### src/rtl/multicycle_control_pkg.sv
// Shared encodings for the multicycle controller: FSM states, instruction classes,
// ALU operation codes, datapath select codes and MIPS-style opcode/funct values.
package multicycle_control_pkg;

  typedef enum logic [2:0] {
    S_FETCH  = 3'd0,
    S_DECODE = 3'd1,
    S_EXEC   = 3'd2,
    S_MEM    = 3'd3,
    S_WB     = 3'd4
  } state_t;

  typedef enum logic [3:0] {
    CL_ILL,
    CL_RALU,
    CL_JR,
    CL_IMM,
    CL_LW,
    CL_SW,
    CL_BEQ,
    CL_BNE,
    CL_J,
    CL_JAL
  } inst_class_t;

  localparam logic [2:0] ALU_ADD = 3'd0;
  localparam logic [2:0] ALU_SUB = 3'd1;
  localparam logic [2:0] ALU_AND = 3'd2;
  localparam logic [2:0] ALU_OR  = 3'd3;
  localparam logic [2:0] ALU_XOR = 3'd4;
  localparam logic [2:0] ALU_SLT = 3'd5;

  localparam logic [1:0] PC_PLUS4  = 2'd0;
  localparam logic [1:0] PC_BRANCH = 2'd1;
  localparam logic [1:0] PC_JUMP   = 2'd2;
  localparam logic [1:0] PC_REG    = 2'd3;

  localparam logic [1:0] WB_ALU   = 2'd0;
  localparam logic [1:0] WB_MEM   = 2'd1;
  localparam logic [1:0] WB_PC4   = 2'd2;

  localparam logic [1:0] RD_RT    = 2'd0;
  localparam logic [1:0] RD_RD    = 2'd1;
  localparam logic [1:0] RD_R31   = 2'd2;

  localparam logic [5:0] OPC_RTYPE = 6'b000000;
  localparam logic [5:0] OPC_J     = 6'b000010;
  localparam logic [5:0] OPC_JAL   = 6'b000011;
  localparam logic [5:0] OPC_BEQ   = 6'b000100;
  localparam logic [5:0] OPC_BNE   = 6'b000101;
  localparam logic [5:0] OPC_ADDI  = 6'b001000;
  localparam logic [5:0] OPC_SLTI  = 6'b001010;
  localparam logic [5:0] OPC_ANDI  = 6'b001100;
  localparam logic [5:0] OPC_ORI   = 6'b001101;
  localparam logic [5:0] OPC_XORI  = 6'b001110;
  localparam logic [5:0] OPC_LW    = 6'b100011;
  localparam logic [5:0] OPC_SW    = 6'b101011;

  localparam logic [5:0] FN_SLL = 6'b000000;
  localparam logic [5:0] FN_SRL = 6'b000010;
  localparam logic [5:0] FN_JR  = 6'b001000;
  localparam logic [5:0] FN_ADD = 6'b100000;
  localparam logic [5:0] FN_SUB = 6'b100010;
  localparam logic [5:0] FN_AND = 6'b100100;
  localparam logic [5:0] FN_OR  = 6'b100101;
  localparam logic [5:0] FN_XOR = 6'b100110;
  localparam logic [5:0] FN_SLT = 6'b101010;

endpackage

### src/rtl/multicycle_control_alu_decode.sv
// Combinational instruction decode: opcode/funct to instruction class, alu_op and legality.
// SLT/SLTI are legal only when MULTICYCLE_CONTROL_SLT_EN is defined.
module mc_alu_decode
  import multicycle_control_pkg::*;
#(
  parameter int OP_W = 4
) (
  input  logic [5:0]      opcode,
  input  logic [5:0]      funct,
  output logic [OP_W-1:0] alu_op,
  output logic            legal,
  output inst_class_t     cls,
  output logic            shift,
  output logic            srl
);

  always_comb begin
    alu_op = '0;
    cls    = CL_ILL;
    shift  = 1'b0;
    srl    = 1'b0;
    case (opcode)
      OPC_RTYPE: begin
        case (funct)
          FN_ADD: begin cls = CL_RALU; alu_op = OP_W'(ALU_ADD); end
          FN_SUB: begin cls = CL_RALU; alu_op = OP_W'(ALU_SUB); end
          FN_AND: begin cls = CL_RALU; alu_op = OP_W'(ALU_AND); end
          FN_OR:  begin cls = CL_RALU; alu_op = OP_W'(ALU_OR);  end
          FN_XOR: begin cls = CL_RALU; alu_op = OP_W'(ALU_XOR); end
          FN_SLL: begin cls = CL_RALU; shift = 1'b1; end
          FN_SRL: begin cls = CL_RALU; shift = 1'b1; srl = 1'b1; end
          FN_JR:  cls = CL_JR;
`ifdef MULTICYCLE_CONTROL_SLT_EN
          FN_SLT: begin cls = CL_RALU; alu_op = OP_W'(ALU_SLT); end
`endif
          default: cls = CL_ILL;
        endcase
      end
      OPC_ADDI: begin cls = CL_IMM; alu_op = OP_W'(ALU_ADD); end
      OPC_ANDI: begin cls = CL_IMM; alu_op = OP_W'(ALU_AND); end
      OPC_ORI:  begin cls = CL_IMM; alu_op = OP_W'(ALU_OR);  end
      OPC_XORI: begin cls = CL_IMM; alu_op = OP_W'(ALU_XOR); end
`ifdef MULTICYCLE_CONTROL_SLT_EN
      OPC_SLTI: begin cls = CL_IMM; alu_op = OP_W'(ALU_SLT); end
`endif
      OPC_LW:   begin cls = CL_LW;  alu_op = OP_W'(ALU_ADD); end
      OPC_SW:   begin cls = CL_SW;  alu_op = OP_W'(ALU_ADD); end
      OPC_BEQ:  begin cls = CL_BEQ; alu_op = OP_W'(ALU_SUB); end
      OPC_BNE:  begin cls = CL_BNE; alu_op = OP_W'(ALU_SUB); end
      OPC_J:    cls = CL_J;
      OPC_JAL:  cls = CL_JAL;
      default:  cls = CL_ILL;
    endcase
    legal = (cls != CL_ILL);
  end

endmodule

### src/rtl/multicycle_control.sv
// Multicycle CPU control FSM (FETCH/DECODE/EXEC/MEM/WB) with memory wait timeout.
// Optional SLT/SLTI support: define MULTICYCLE_CONTROL_SLT_EN.
module multicycle_control
  import multicycle_control_pkg::*;
#(
  parameter int OP_W    = 4,
  parameter int TIMEOUT = 255
) (
  input  logic            clk,
  input  logic            rst_n,
  input  logic [5:0]      opcode,
  input  logic [5:0]      funct,
  input  logic            zero,
  input  logic            mem_ready,
  output logic            ir_write,
  output logic            pc_write,
  output logic            mem_req,
  output logic            mem_we,
  output logic            iord,
  output logic            reg_write,
  output logic            shift,
  output logic            srl,
  output logic [1:0]      pc_src,
  output logic [1:0]      wb_sel,
  output logic [1:0]      reg_dst,
  output logic            alu_src_b,
  output logic [OP_W-1:0] alu_op,
  output logic            illegal,
  output logic            mem_err,
  output logic [2:0]      state
);

  localparam int CNT_W = (TIMEOUT > 0) ? $clog2(TIMEOUT + 1) : 1;
  localparam logic [CNT_W-1:0] TO_VAL = CNT_W'(TIMEOUT);

  state_t          state_q, state_d;
  logic [CNT_W-1:0] cnt_q, cnt_d;
  logic            lw_q, sw_q, rt_q;
  logic            timeout_hit;

  logic [OP_W-1:0] dec_alu_op;
  logic            dec_legal, dec_shift, dec_srl;
  inst_class_t     dec_cls;

  mc_alu_decode #(.OP_W(OP_W)) u_dec (
    .opcode (opcode),
    .funct  (funct),
    .alu_op (dec_alu_op),
    .legal  (dec_legal),
    .cls    (dec_cls),
    .shift  (dec_shift),
    .srl    (dec_srl)
  );

  // Instruction flavour is captured in EXEC so MEM and WB do not depend on opcode/funct.
  always_ff @(posedge clk or negedge rst_n) begin
    if (!rst_n) begin
      state_q <= S_FETCH;
      cnt_q   <= '0;
      lw_q    <= 1'b0;
      sw_q    <= 1'b0;
      rt_q    <= 1'b0;
    end else begin
      state_q <= state_d;
      cnt_q   <= cnt_d;
      if (state_q == S_EXEC) begin
        lw_q <= (dec_cls == CL_LW);
        sw_q <= (dec_cls == CL_SW);
        rt_q <= (dec_cls == CL_RALU);
      end
    end
  end

  // A ready response in the timeout cycle takes priority, so the timeout requires !mem_ready.
  assign timeout_hit = (TIMEOUT > 0) && (cnt_q == TO_VAL) && !mem_ready &&
                       ((state_q == S_FETCH) || (state_q == S_MEM));

  always_comb begin
    state_d   = state_q;
    ir_write  = 1'b0;
    pc_write  = 1'b0;
    mem_req   = 1'b0;
    mem_we    = 1'b0;
    iord      = 1'b0;
    reg_write = 1'b0;
    shift     = 1'b0;
    srl       = 1'b0;
    pc_src    = PC_PLUS4;
    wb_sel    = WB_ALU;
    reg_dst   = RD_RT;
    alu_src_b = 1'b0;
    alu_op    = '0;
    illegal   = 1'b0;
    mem_err   = 1'b0;
    case (state_q)
      S_FETCH: begin
        if (mem_ready) begin
          mem_req  = 1'b1;
          ir_write = 1'b1;
          pc_write = 1'b1;
          state_d  = S_DECODE;
        end else if (timeout_hit) begin
          mem_err  = 1'b1;
          state_d  = S_FETCH;
        end else begin
          mem_req  = 1'b1;
        end
      end
      S_DECODE: begin
        if (!dec_legal) begin
          illegal = 1'b1;
          state_d = S_FETCH;
        end else begin
          state_d = S_EXEC;
        end
      end
      S_EXEC: begin
        alu_op  = dec_alu_op;
        state_d = S_FETCH;
        case (dec_cls)
          CL_RALU: begin
            shift   = dec_shift;
            srl     = dec_srl;
            state_d = S_WB;
          end
          CL_JR: begin
            pc_write = 1'b1;
            pc_src   = PC_REG;
          end
          CL_IMM: begin
            alu_src_b = 1'b1;
            state_d   = S_WB;
          end
          CL_LW, CL_SW: begin
            alu_src_b = 1'b1;
            state_d   = S_MEM;
          end
          CL_BEQ: begin
            pc_write = zero;
            pc_src   = zero ? PC_BRANCH : PC_PLUS4;
          end
          CL_BNE: begin
            pc_write = !zero;
            pc_src   = zero ? PC_PLUS4 : PC_BRANCH;
          end
          CL_J: begin
            pc_write = 1'b1;
            pc_src   = PC_JUMP;
          end
          CL_JAL: begin
            pc_write  = 1'b1;
            pc_src    = PC_JUMP;
            reg_write = 1'b1;
            reg_dst   = RD_R31;
            wb_sel    = WB_PC4;
          end
          default: state_d = S_FETCH;
        endcase
      end
      S_MEM: begin
        if (mem_ready) begin
          mem_req = 1'b1;
          iord    = 1'b1;
          mem_we  = sw_q;
          state_d = sw_q ? S_FETCH : S_WB;
        end else if (timeout_hit) begin
          mem_err = 1'b1;
          state_d = S_FETCH;
        end else begin
          mem_req = 1'b1;
          iord    = 1'b1;
          mem_we  = sw_q;
        end
      end
      S_WB: begin
        reg_write = 1'b1;
        wb_sel    = lw_q ? WB_MEM : WB_ALU;
        reg_dst   = rt_q ? RD_RD : RD_RT;
        state_d   = S_FETCH;
      end
      default: state_d = S_FETCH;
    endcase
  end

  // Wait counter restarts on every entry to FETCH/MEM and after each timeout.
  always_comb begin
    cnt_d = cnt_q;
    if (((state_q != S_FETCH) && (state_q != S_MEM)) || (state_d != state_q) || timeout_hit)
      cnt_d = '0;
    else if (!mem_ready)
      cnt_d = cnt_q + CNT_W'(1);
  end

  assign state = state_q;

endmodule

### config.mk
export PLATFORM = sky130hd
export DESIGN_NAME = multicycle_control
export DESIGN_NICKNAME = d
export VERILOG_FILES = /design/src/rtl/multicycle_control_pkg.sv /design/src/rtl/multicycle_control_alu_decode.sv /design/src/rtl/multicycle_control.sv
export SDC_FILE = /design/constraint.sdc
export NUM_CORES = 1
export LEC_CHECK = 0
export BUFFER_PORTS_ARGS = -buffer_cell sky130_fd_sc_hd__clkbuf_2
export CAP_MARGIN = 20
export CORE_MARGIN = 2
export CORE_UTILIZATION = 25
export DETAILED_ROUTE_END_ITERATION = 8
export PLACE_DENSITY = 0.47
export SYNTH_ARGS = -nofsm -noshare
export SYNTH_HDL_FRONTEND = slang
export SYNTH_SLANG_ARGS = --single-unit
### constraint.sdc
create_clock -name clk -period 6.3 [get_ports clk]
set_input_delay 1.26 -clock clk [delete_from_list [all_inputs] [get_ports clk]]
set_output_delay 1.26 -clock clk [all_outputs]
set_load 0.02 [all_outputs]
==> metrics <==
Filler cells 512; Layout Nets 206; Post-DRT Antenna Nets 0; ranking of synthesized cells by area dfrtp_1 29%, nor2_1 6.2%, nor2b_1 4.6%; CP Launch Type primary input; final worst slack just over 2 ns; Resized Gates After CTS 0; syn_nets 171; number of I/O pins 40; Final Hold Fails 0; DRC 0; RSZ-0062 raised after global routing no; Chip Width between 70 and 80 um; outcome finished, final reports clean; CP Class primary input to output port; LEAKAGE 0.000664 uW; most common cell after layout, fill and taps aside clkbuf_2; Peak Freq 0.235 GHz; final setup vio count 0; mapped cell area around 1200 um2; pwr dens approximately 180 nW/um2; Avg WL per Cell 13.4 um; Max clock buf depth 2; Slew @ Worst Pin 0.591 ns; DP Worst Slack ~2 ns; Post-synth EDFFs 0; Port Buf Inserts 38; Via density 4.93; synthesized area per cell 7.89 um2; ys async rst share 1.00; CP Max Fanout 8; Sink Count 14; total core area roughly 4700 um2; Worst Path Arrival 2.99 ns; final worst-path cycle share 0.675; worst-skew pair later-pin latency about 0.24 ns; most frequent cells in the layout 38 x clkbuf_2, 20 x nor2_1, 14 x dfrtp_1, 11 x nand2_1, 9 x nor2b_1; post-synthesis register bit count 14; die footprint 5430 um2; max_cap viols 0; Root Buffer clkbuf_8; share of cells above drive strength 1 0.283; CTS tree built; final hold slack 0.483 ns; Overflow after GRT 0; Area growth, synth to finish 21.3%; HP Start rt_q$_DFFE_PN0P_; Crit path required time 5.04 ns; Netlist cell types between 40 and 50; drt initial violations 75; FF+latch area 350 um2; largest area contributor in the synthesized netlist dfrtp_1; CP endpoint kind output port; Primary FF master, synth dfrtp_1; effective utilization at floorplan 0.259; post-synthesis instance total 154; worst hold endpoint rt_q$_DFFE_PN0P_; Clock transition at path regs 0.05 ns; worst vdd rail ir drop 0.0666 mV; Die Y between 70 and 80 um; clock skew 0.00193 ns; post-synth top area share 0.288; cts bufs inserted 3; Seq/Total Area, Yosys 0.288; # diodes 0; total negative slack 0 ns; Hold Buf Count CTS 0; Hold Crit Depth 2; global-route wire length before repair 5370 um; Setup Fix Bufs, Post-CTS 0; warning count from the yosys run 0; H-Tree Depth 1; drt pass-1 iters 4; Max transition margin 0.606; Cell Rows 25; multi-input logic area 802 um2; vias in the first global route 1,135; min Tclk post-route 4.25 ns; RR Startpoint cnt_q[0]$_DFFE_PN0P_; largest net degree at the start of global routing 15; Slew Limit Fails 0; FF-to-FF setup slack around 4.6 ns; All-Layer GR Usage 0.125; RR Endpoint state[1]$_DFF_PN0_; HPWL after detailed placement ~2600 um; Vias 1,187; R2R cell count 6; initial antenna violation count 0; Hold WC Path Type flip-flop to flip-flop; Placer Congestion 0.779; WL final roughly 3200 um
## kinds of logic (layout without fill, tap and decap cells)
logic type                 Yosys count  after routing  synth area share
other                                1              1           0.00309
muxes                                1              1           0.00927
xor gates and xnor gates             8              8            0.0577
adders and majority gates            2              2            0.0185
and+or+nand+nor                     85             85             0.409
DFF                                 14             14             0.288
AOI/OAI and AO/OA                   29             29             0.163
buffers and inverters               14             47            0.0515
## state kept, by name (all words and copies together), names as in the netlist
signal,flops
cnt_q,8
lw_q,1
rt_q,1
state,3
sw_q,1
## through the flow
step	util	area, um2	power (uW)	instances
after floorplan	-	1210	163	154
after global placement	0.305	1430	192	238
after detailed placement	0.305	1430	191	238
after CTS	0.314	1470	262	241
after global routing	0.314	1470	279	241
final	0.314	1470	260	241
## power by group
part | total [uW] | switching (uW) | internal (uW)
clock network | 71.8 | 29.6 | 42.2
registers | 108 | 9.77 | 98.0
logic | 80.7 | 50.5 | 30.2
total | 260 | 89.9 | 170
## per-layer routing
| layer | track usage | wire length, um | vias to the layer above |
|---|---|---|---|
| li1 | - | - | 605 |
| met1 | 0.168 | 1500 | 548 |
| met2 | 0.210 | 1540 | 32 |
| met3 | 0.0178 | 167 | 2 |
| met4 | 0.0303 | 17 | 0 |
| met5 | 0 | 0 | - |
## synthesized netlist by cell type, types with 2 or more instances
master / n
o21ai_0: 3
xnor2_1: 3
o21ai_1: 2
a21oi_1: 8
and2_1: 3
buf_4: 2
clkbuf_1: 4
o32ai_1: 2
o21a_1: 2
inv_1: 6
or3_1: 4
o22ai_1: 2
nand2b_1: 7
or2_2: 5
nand3b_1: 3
nor2b_1: 9
and3_1: 4
dfrtp_1: 14
xor2_1: 5
nor2_1: 20
nand3_1: 4
a211o_1: 2
nand2_1: 11
nor3_1: 4
## worst max-delay path: stages
cell and delay, ns:
clkbuf_2 0.14, or3_4 0.44, nor4_4 0.32, a32o_2 0.27
o21ai_1 0.12, nor3_1 0.21, clkbuf_2 0.22
## layout make-up
class | count | share of cell area
timing repair buffer | 38 | 0.129
multi-input combinational | 126 | 0.544
inverter | 6 | 0.0153
clock buffer | 3 | 0.0280
sequential | 14 | 0.238
tap | 54 | 0.0458
## how the worst max path moves through the flow
| stage | from | to | slack [ns] | cells past startpoint |
|---|---|---|---|---|
| 2_1_floorplan | opcode[1] | wb_sel[1] | 1.91 | 7 |
| 3_3_place_gp | opcode[0] | reg_dst[1] | 2.10 | 7 |
| 3_5_place_dp | opcode[0] | reg_dst[1] | 2.04 | 7 |
| 4_1_cts | opcode[0] | reg_dst[1] | 2.04 | 7 |
| 5_1_grt | opcode[0] | wb_sel[1] | 1.91 | 7 |
| 6_report | opcode[0] | reg_dst[1] | 2.05 | 7 |
No activity file was read; power rests on OpenSTA's default activity.
